**src/rtl/plane_hit_detector.sv**
```systemverilog
// plane_hit_detector
// Turns raw per-pixel overlap between the plane and the hazard objects into at
// most one collision pulse per frame, then holds a whole-frame invulnerability
// window during which the plane blinks. Falls permanently silent once the lives
// counter reports no_life, until reset.
//
// Ports
//   clk                  in  system clock
//   resetN               in  asynchronous active-low reset
//   startOfFrame         in  1-cycle pulse at the first pixel of each frame
//   planeDrawingRequest  in  plane pixel opaque at the current pixel
//   hazardDrawingRequest in  per-hazard opaque flags at the current pixel
//   no_life              in  lives exhausted, from the lives counter
//   collision            out 1-cycle hit pulse to the lives counter
//   hit_hazard_id        out index of the hazard behind the last pulse
//   invulnerable         out high while in the grace window
//   plane_visible        out renderer enable for the plane (blinks in grace)
module plane_hit_detector #(
  parameter int unsigned NUM_HAZARDS  = 4,
  parameter int unsigned GRACE_FRAMES = 60,
  parameter int unsigned BLINK_FRAMES = 8
) (
  input  logic                           clk,
  input  logic                           resetN,
  input  logic                           startOfFrame,
  input  logic                           planeDrawingRequest,
  input  logic [NUM_HAZARDS-1:0]         hazardDrawingRequest,
  input  logic                           no_life,
  output logic                           collision,
  output logic [$clog2(NUM_HAZARDS)-1:0] hit_hazard_id,
  output logic                           invulnerable,
  output logic                           plane_visible
);

  localparam int unsigned ID_W = $clog2(NUM_HAZARDS);
  localparam int unsigned GC_W = $clog2(GRACE_FRAMES + 1);
  localparam int unsigned BC_W = $clog2(BLINK_FRAMES + 1);

  typedef enum logic [1:0] {ARMED, GRACE, DEAD} state_t;

  state_t            r_state,      w_state_nxt;
  logic              r_collision,  w_collision_nxt;
  logic [ID_W-1:0]   r_hit_id,     w_hit_id_nxt;
  logic              r_invuln,     w_invuln_nxt;
  logic              r_visible,    w_visible_nxt;
  logic [GC_W-1:0]   r_grace_cnt,  w_grace_cnt_nxt;
  logic [BC_W-1:0]   r_blink_cnt,  w_blink_cnt_nxt;
  logic              r_frame_hit,  w_frame_hit_nxt;
  logic [ID_W-1:0]   r_frame_id,   w_frame_id_nxt;

  logic              w_ov;
  logic [ID_W-1:0]   w_win;

  assign w_ov = planeDrawingRequest & (|hazardDrawingRequest);

  // Lowest set hazard index wins: scan downwards so the lowest index is written last.
  always_comb begin
    w_win = '0;
    for (int i = NUM_HAZARDS - 1; i >= 0; i--) begin
      if (hazardDrawingRequest[i]) w_win = ID_W'(i);
    end
  end

  // Next-state, next-output and frame accumulation.
  always_comb begin
    w_state_nxt     = r_state;
    w_collision_nxt = 1'b0;
    w_hit_id_nxt    = r_hit_id;
    w_invuln_nxt    = r_invuln;
    w_visible_nxt   = r_visible;
    w_grace_cnt_nxt = r_grace_cnt;
    w_blink_cnt_nxt = r_blink_cnt;
    w_frame_hit_nxt = r_frame_hit;
    w_frame_id_nxt  = r_frame_id;

    // Overlap on the SOF cycle starts the new frame's accumulation.
    if (startOfFrame) begin
      w_frame_hit_nxt = w_ov;
      if (w_ov) w_frame_id_nxt = w_win;
    end else if (w_ov && !r_frame_hit) begin
      w_frame_hit_nxt = 1'b1;
      w_frame_id_nxt  = w_win;
    end

    // no_life overrides everything, including a hit pending on this SOF.
    if (no_life || r_state == DEAD) begin
      w_state_nxt   = DEAD;
      w_invuln_nxt  = 1'b0;
      w_visible_nxt = 1'b1;
    end else if (startOfFrame) begin
      case (r_state)
        ARMED: begin
          if (r_frame_hit) begin
            w_state_nxt     = GRACE;
            w_collision_nxt = 1'b1;
            w_hit_id_nxt    = r_frame_id;
            w_grace_cnt_nxt = GC_W'(GRACE_FRAMES - 1);
            w_blink_cnt_nxt = '0;
            w_visible_nxt   = 1'b0;
            w_invuln_nxt    = 1'b1;
          end
        end
        GRACE: begin
          if (r_grace_cnt == '0) begin
            w_state_nxt   = ARMED;
            w_visible_nxt = 1'b1;
            w_invuln_nxt  = 1'b0;
          end else begin
            w_grace_cnt_nxt = r_grace_cnt - GC_W'(1);
            if (r_blink_cnt == BC_W'(BLINK_FRAMES - 1)) begin
              w_blink_cnt_nxt = '0;
              w_visible_nxt   = ~r_visible;
            end else begin
              w_blink_cnt_nxt = r_blink_cnt + BC_W'(1);
            end
          end
        end
        default: begin
          w_state_nxt = DEAD;
        end
      endcase
    end
  end

  // State and registered outputs.
  always_ff @(posedge clk or negedge resetN) begin
    if (!resetN) begin
      r_state     <= ARMED;
      r_collision <= 1'b0;
      r_hit_id    <= '0;
      r_invuln    <= 1'b0;
      r_visible   <= 1'b1;
      r_grace_cnt <= '0;
      r_blink_cnt <= '0;
      r_frame_hit <= 1'b0;
      r_frame_id  <= '0;
    end else begin
      r_state     <= w_state_nxt;
      r_collision <= w_collision_nxt;
      r_hit_id    <= w_hit_id_nxt;
      r_invuln    <= w_invuln_nxt;
      r_visible   <= w_visible_nxt;
      r_grace_cnt <= w_grace_cnt_nxt;
      r_blink_cnt <= w_blink_cnt_nxt;
      r_frame_hit <= w_frame_hit_nxt;
      r_frame_id  <= w_frame_id_nxt;
    end
  end

  assign collision     = r_collision;
  assign hit_hazard_id = r_hit_id;
  assign invulnerable  = r_invuln;
  assign plane_visible = r_visible;

endmodule
```
**config.mk**
```make
export PLATFORM = sky130hd
export DESIGN_NAME = plane_hit_detector
export DESIGN_NICKNAME = d
export VERILOG_FILES = /design/src/rtl/plane_hit_detector.sv
export SDC_FILE = /design/constraint.sdc
export NUM_CORES = 1
export LEC_CHECK = 0
export ABC_AREA = 1
export BUFFER_PORTS_ARGS = -buffer_cell sky130_fd_sc_hd__clkbuf_2
export CAP_MARGIN = 20
export CORE_UTILIZATION = 45
export DETAILED_ROUTE_END_ITERATION = 10
export SYNTH_ARGS = -nofsm -noshare
export SYNTH_HDL_FRONTEND = slang
export SYNTH_SLANG_ARGS = --single-unit
```
**constraint.sdc**
```tcl
create_clock -name clk -period 2 [get_ports clk]
set_clock_uncertainty 0.1 [all_clocks]
set_input_delay 0.5 -clock clk [delete_from_list [all_inputs] [get_ports clk]]
set_output_delay 0.5 -clock clk [all_outputs]
set_load 0.03 [all_outputs]
```
Word level (Yosys, flattened, before mapping). Index checks and enable logic that the tools add are counted.

$add $sub $neg: 2. Equal/unequal tests: 9. Multiplexer cells: 36. Bitwise gates (word level): 3. Reductions and logical operators: 16.

Operator list (number): $mux 2 (11); $mux 1 (15); $mux 4 (3); $mux 6 (2); $pmux 6 s2 (1); $reduce_and 4->1 (3); $pmux 4 s2 (1); $logic_not 6->1 (1); $ne 3x3->1 const B (2); $reduce_bool 2->1 (3); $sub 6x1->6 const B (1); $reduce_and 5->1 (1); $add 4x1->4 const B (1); $eq 4x3->1 const B (1); $ne 2x2->1 const B (2); $ne 4x4->1 const B (1); $pmux 1 s2 (2); $pmux 2 s2 (1); $reduce_or 4->1 (1); $reduce_and 3->1 (1); $reduce_bool 3->1 (1); $eq 2x1->1 const B (1); $eq 2x2->1 const B (1); $logic_not 2->1 (1); 7 further kinds (8).

Register bits after elaboration: 20. Input port bits: 9. Output and inout bits: 5. Logic and storage cells: 75.

Depth between registers and ports, before layout.
Word-level depth: 6. Depth in mapped cells: 9. Mapped depth without buffers: 9.

Least setup slack after synthesis. OpenSTA, ideal clock, no wires.

Path type: register to register. Start: register r_grace_cnt[0]. End: register r_grace_cnt[3]. Setup time: 0.116 ns. Arrival time: 1.065 ns. Data required time: 1.784 ns. Setup slack: 0.718 ns. Stages on the path, launching flop included: 8. Buffers on the path: 0. Period minus slack after synthesis: 1.282 ns. Path through: dfrtp_1 > inv_1 > ha_1 > nand4_2 > nand2_2 > nor2_4 > nand2_1 > nand2_1.

Cells in the longest elaborated chain, start to end: 3. Elaborated cells between the ends (all ways): 6. Classes of those cells: 1 x add/sub; 1 x eq/ne; 2 x mux; 2 x reduce/logical.

Ends and longest elaborated chain: start: declaration (line 46) `logic [GC_W-1:0] r_grace_cnt, w_grace_cnt_nxt;`; start signal: assignment (line 143) `r_grace_cnt <= w_grace_cnt_nxt;`; $sub 6x1->6 or $logic_not 6->1 (tied branches) (line 109, 104); $mux 6 or $ne 2x2->1 (tied branches); $pmux 6 s2 or $reduce_and 5->1 (tied branches).

Parallel ways exist; a longest one is shown, timed or not. The select of a mux whose other input is x is not followed. A chain may end at the register's enable or synchronous reset.

Worst setup path after layout.
Start: register r_visible, in the netlist plane_visible. End: output plane_visible.

RTL lines: start: declaration (line 45) `logic r_visible, w_visible_nxt;`; start signal: assignment (line 142) `r_visible <= w_visible_nxt;`; end: declaration (line 32) `output logic plane_visible`.

No word-level cell between the ends.

==> impl_metrics.env <==
export IMPL_fillers=234
export IMPL_setup_viol=0
export IMPL_cts_sinks=20
export IMPL_cts_buffers=3
export IMPL_die_area_sq_um=2630
export IMPL_layout_common_cells="nand2_1, dfrtp_1, inv_1, nor2_1, clkbuf_2"
export IMPL_hpwl_um=1600
export IMPL_grt_pass1_vias=845
export IMPL_hold_violations=0
export IMPL_synth_nets=155
export IMPL_gr_total_overflow=0
export IMPL_grt_use_total_pct=19.0
export IMPL_ant_nets=0
export IMPL_max_cap_viol_count=0
export IMPL_clk_root_buffer_cell="clkbuf_4"
export IMPL_antennaDiodeCount=0
export IMPL_final_common_cell="nand2_1"
export IMPL_avgSynthCellArea_sq_um=7.65
export IMPL_cts_tree="yes"
export IMPL_pwr_share_seq_pct=52.4
export IMPL_path_buf_inv=1
export IMPL_grt_max_degree=21
export IMPL_end_kind="primary output"
export IMPL_pre_cts_ws_ns=0.561
export IMPL_clock_path_buffers=2
export IMPL_io_buffers=13
export IMPL_multi_input_area_sq_um=539
export IMPL_combPwrFrac_pct=5.1
export IMPL_die_w_um=51.3
export IMPL_cts_clk_slew_worst_paths_ns=0.13
export IMPL_initial_core_util_pct=48.5
export IMPL_critPathSlowestCell="dfstp_2"
export IMPL_vias=930
export IMPL_vias_per_cell=4.95
export IMPL_ios=14
export IMPL_slew_viol_final=0
export IMPL_h_tree_depth=1
export IMPL_period_minus_slack_ns=1.67
export IMPL_clockPowerShare_pct=42.5
export IMPL_fin_nets=173
export IMPL_p_switching_uw=165
export IMPL_fp_dieH_um=51.3
export IMPL_utilization_pct=55.3
export IMPL_p_total_uw=794
export IMPL_dp_cells=184
export IMPL_status="finished, final reports clean"
export IMPL_relSlewSlack_pct=66.5
export IMPL_syn_to_final_growth_pct=14.0
export IMPL_netlist_area_sq_um=1090
export IMPL_crit_type="register to primary output"
export IMPL_cts_hold_fix_buffers=0
export IMPL_routabilityCongestion=0.828
export IMPL_drt_iter0_drc=17
export IMPL_peakVddDrop_mv=0.354
export IMPL_setup_tns_ns=0
export IMPL_p_leak_nw=0.651
export IMPL_crit_path_max_incr_delay_ns=0.57
export IMPL_fin_crit_sh_pct=83.5
export IMPL_critPathLaunchType="register"
export IMPL_fmax_mhz=598
export IMPL_drc=0
export IMPL_seq_area_sq_um=502
export IMPL_core_sq_um=2250
export IMPL_cts_resized=0
export IMPL_rsz0062_at_grt="false"
export IMPL_hp_class="input pin to async pin"
export IMPL_crit_fanout=3
export IMPL_antenna_found_initial=0
export IMPL_fin_cells=188
export IMPL_yosysUniqueCellTypes=21
export IMPL_critPathRequiredTime_ns=1.40
export IMPL_cp_data_arrival_time_ns=1.07
export IMPL_worst_pin_slew_ns=0.502
export IMPL_rows=17
export IMPL_ys_seq_area_share_pct=45.9
export IMPL_intPower_uw=629
export IMPL_wl_per_cell_um=11.4
export IMPL_drt_wl_total_um=2140
export IMPL_clkLatencyLatePin_ns=0.30
export IMPL_fin_ws_ns=0.329
export IMPL_grt_pass1_wl_um=3650
export IMPL_p_sw_share_pct=20.8
export IMPL_post_cts_buffers=0
export IMPL_power_density_nw_per_um2=637
export IMPL_ys_seq_elements=20
export IMPL_netlist_instances=143
export IMPL_drive_above_1_share_pct=16.9
export IMPL_ys_warn_count=0
export IMPL_crit_chain="clkbuf_2"
export IMPL_dr_pass1_iters=4
export IMPL_crit_family="flip-flops"
[cells by family after synthesis]
family          count (synthesis)  synth area share [%]
compound gates                 12                  5.72
flops                          20                  45.9
fa+ha+maj                       3                  3.43
simple gates                   92                  38.6
xor+xnor                        2                  1.60
buf+inv                        14                  4.81
[layer usage]
layer	track usage, %	vias up	routed length [um]
met5	0	-	0
met4	9.01	0	14
met3	2.98	2	79
met2	29.2	15	986
met1	25.9	425	1060
li1	-	488	-
[sequential cells by signal, summed over array words and instances, names as in the netlist]
signal	flops
r_grace_cnt	6
r_blink_cnt	4
hit_hazard_id	2
r_frame_id	2
r_state	2
collision	1
invulnerable	1
plane_visible	1
r_frame_hit	1
[through the flow]
stage          area [sq um]  hold WS [ns]
3_3_place_gp           1190         0.364
4_1_cts                1250        0.0489
5_1_grt                1250        0.0612
6_report               1250        0.0337
3_5_place_dp           1190         0.381
2_1_floorplan          1090         0.104
[area by class of cell]
class                      instances  area share [%]
clock buffer                       3            1.81
inverter                          14            4.22
tap                               28            2.81
multi-input combinational        109            43.3
sequential                        20            40.3
timing repair buffer              13            5.22
clock inverter                     1            2.41
[final timing paths]
kind                                      from                to  slack (ns)  depth (start not counted)
setup reg to reg                r_grace_cnt[0]    r_grace_cnt[3]        0.55                          7
min in group clk           planeDrawingRequest       r_frame_hit        0.39                          3
hold / removal                          resetN        r_state[1]        0.03                          1
hold reg to reg                  r_frame_id[0]  hit_hazard_id[0]        0.41                          2
max in group asynchronous               resetN     plane_visible        1.41                          1
setup / recovery                 plane_visible     plane_visible        0.33                          1
[power by group through the flow]
stage	combinational, mW	sequential (mW)	clock (mW)
after detailed placement	0.0417	0.424	0
after floorplan	0.0195	0.423	0
after CTS	0.0417	0.416	0.348
after global placement	0.0401	0.424	0
final	0.0401	0.416	0.338
after global routing	0.0471	0.417	0.361
[synthesized netlist by cell type]
| library cell | instances | share of area [%] |
|---|---|---|
| nor2_2 | 1 | 0.57 |
| o21ai_0 | 6 | 2.7 |
| nor2_1 | 14 | 4.8 |
| nand2_1 | 56 | 19 |
| dfstp_2 | 1 | 2.4 |
| xor2_1 | 1 | 0.80 |
| inv_1 | 14 | 4.8 |
| xnor2_1 | 1 | 0.80 |
| nor2_4 | 2 | 2.1 |
| nand3_4 | 1 | 1.6 |
| nand3_2 | 1 | 0.92 |
| nand4_2 | 1 | 1.1 |
| o21bai_1 | 1 | 0.69 |
| nor3_1 | 1 | 0.46 |
| a21oi_1 | 5 | 2.3 |
| nand3_1 | 9 | 4.1 |
| nand4_1 | 1 | 0.57 |
| dfrtp_1 | 19 | 43 |
| nor3b_1 | 2 | 1.4 |
| ha_1 | 3 | 3.4 |
| nand2_2 | 3 | 1.7 |
Power figures use the tool's default switching activity.
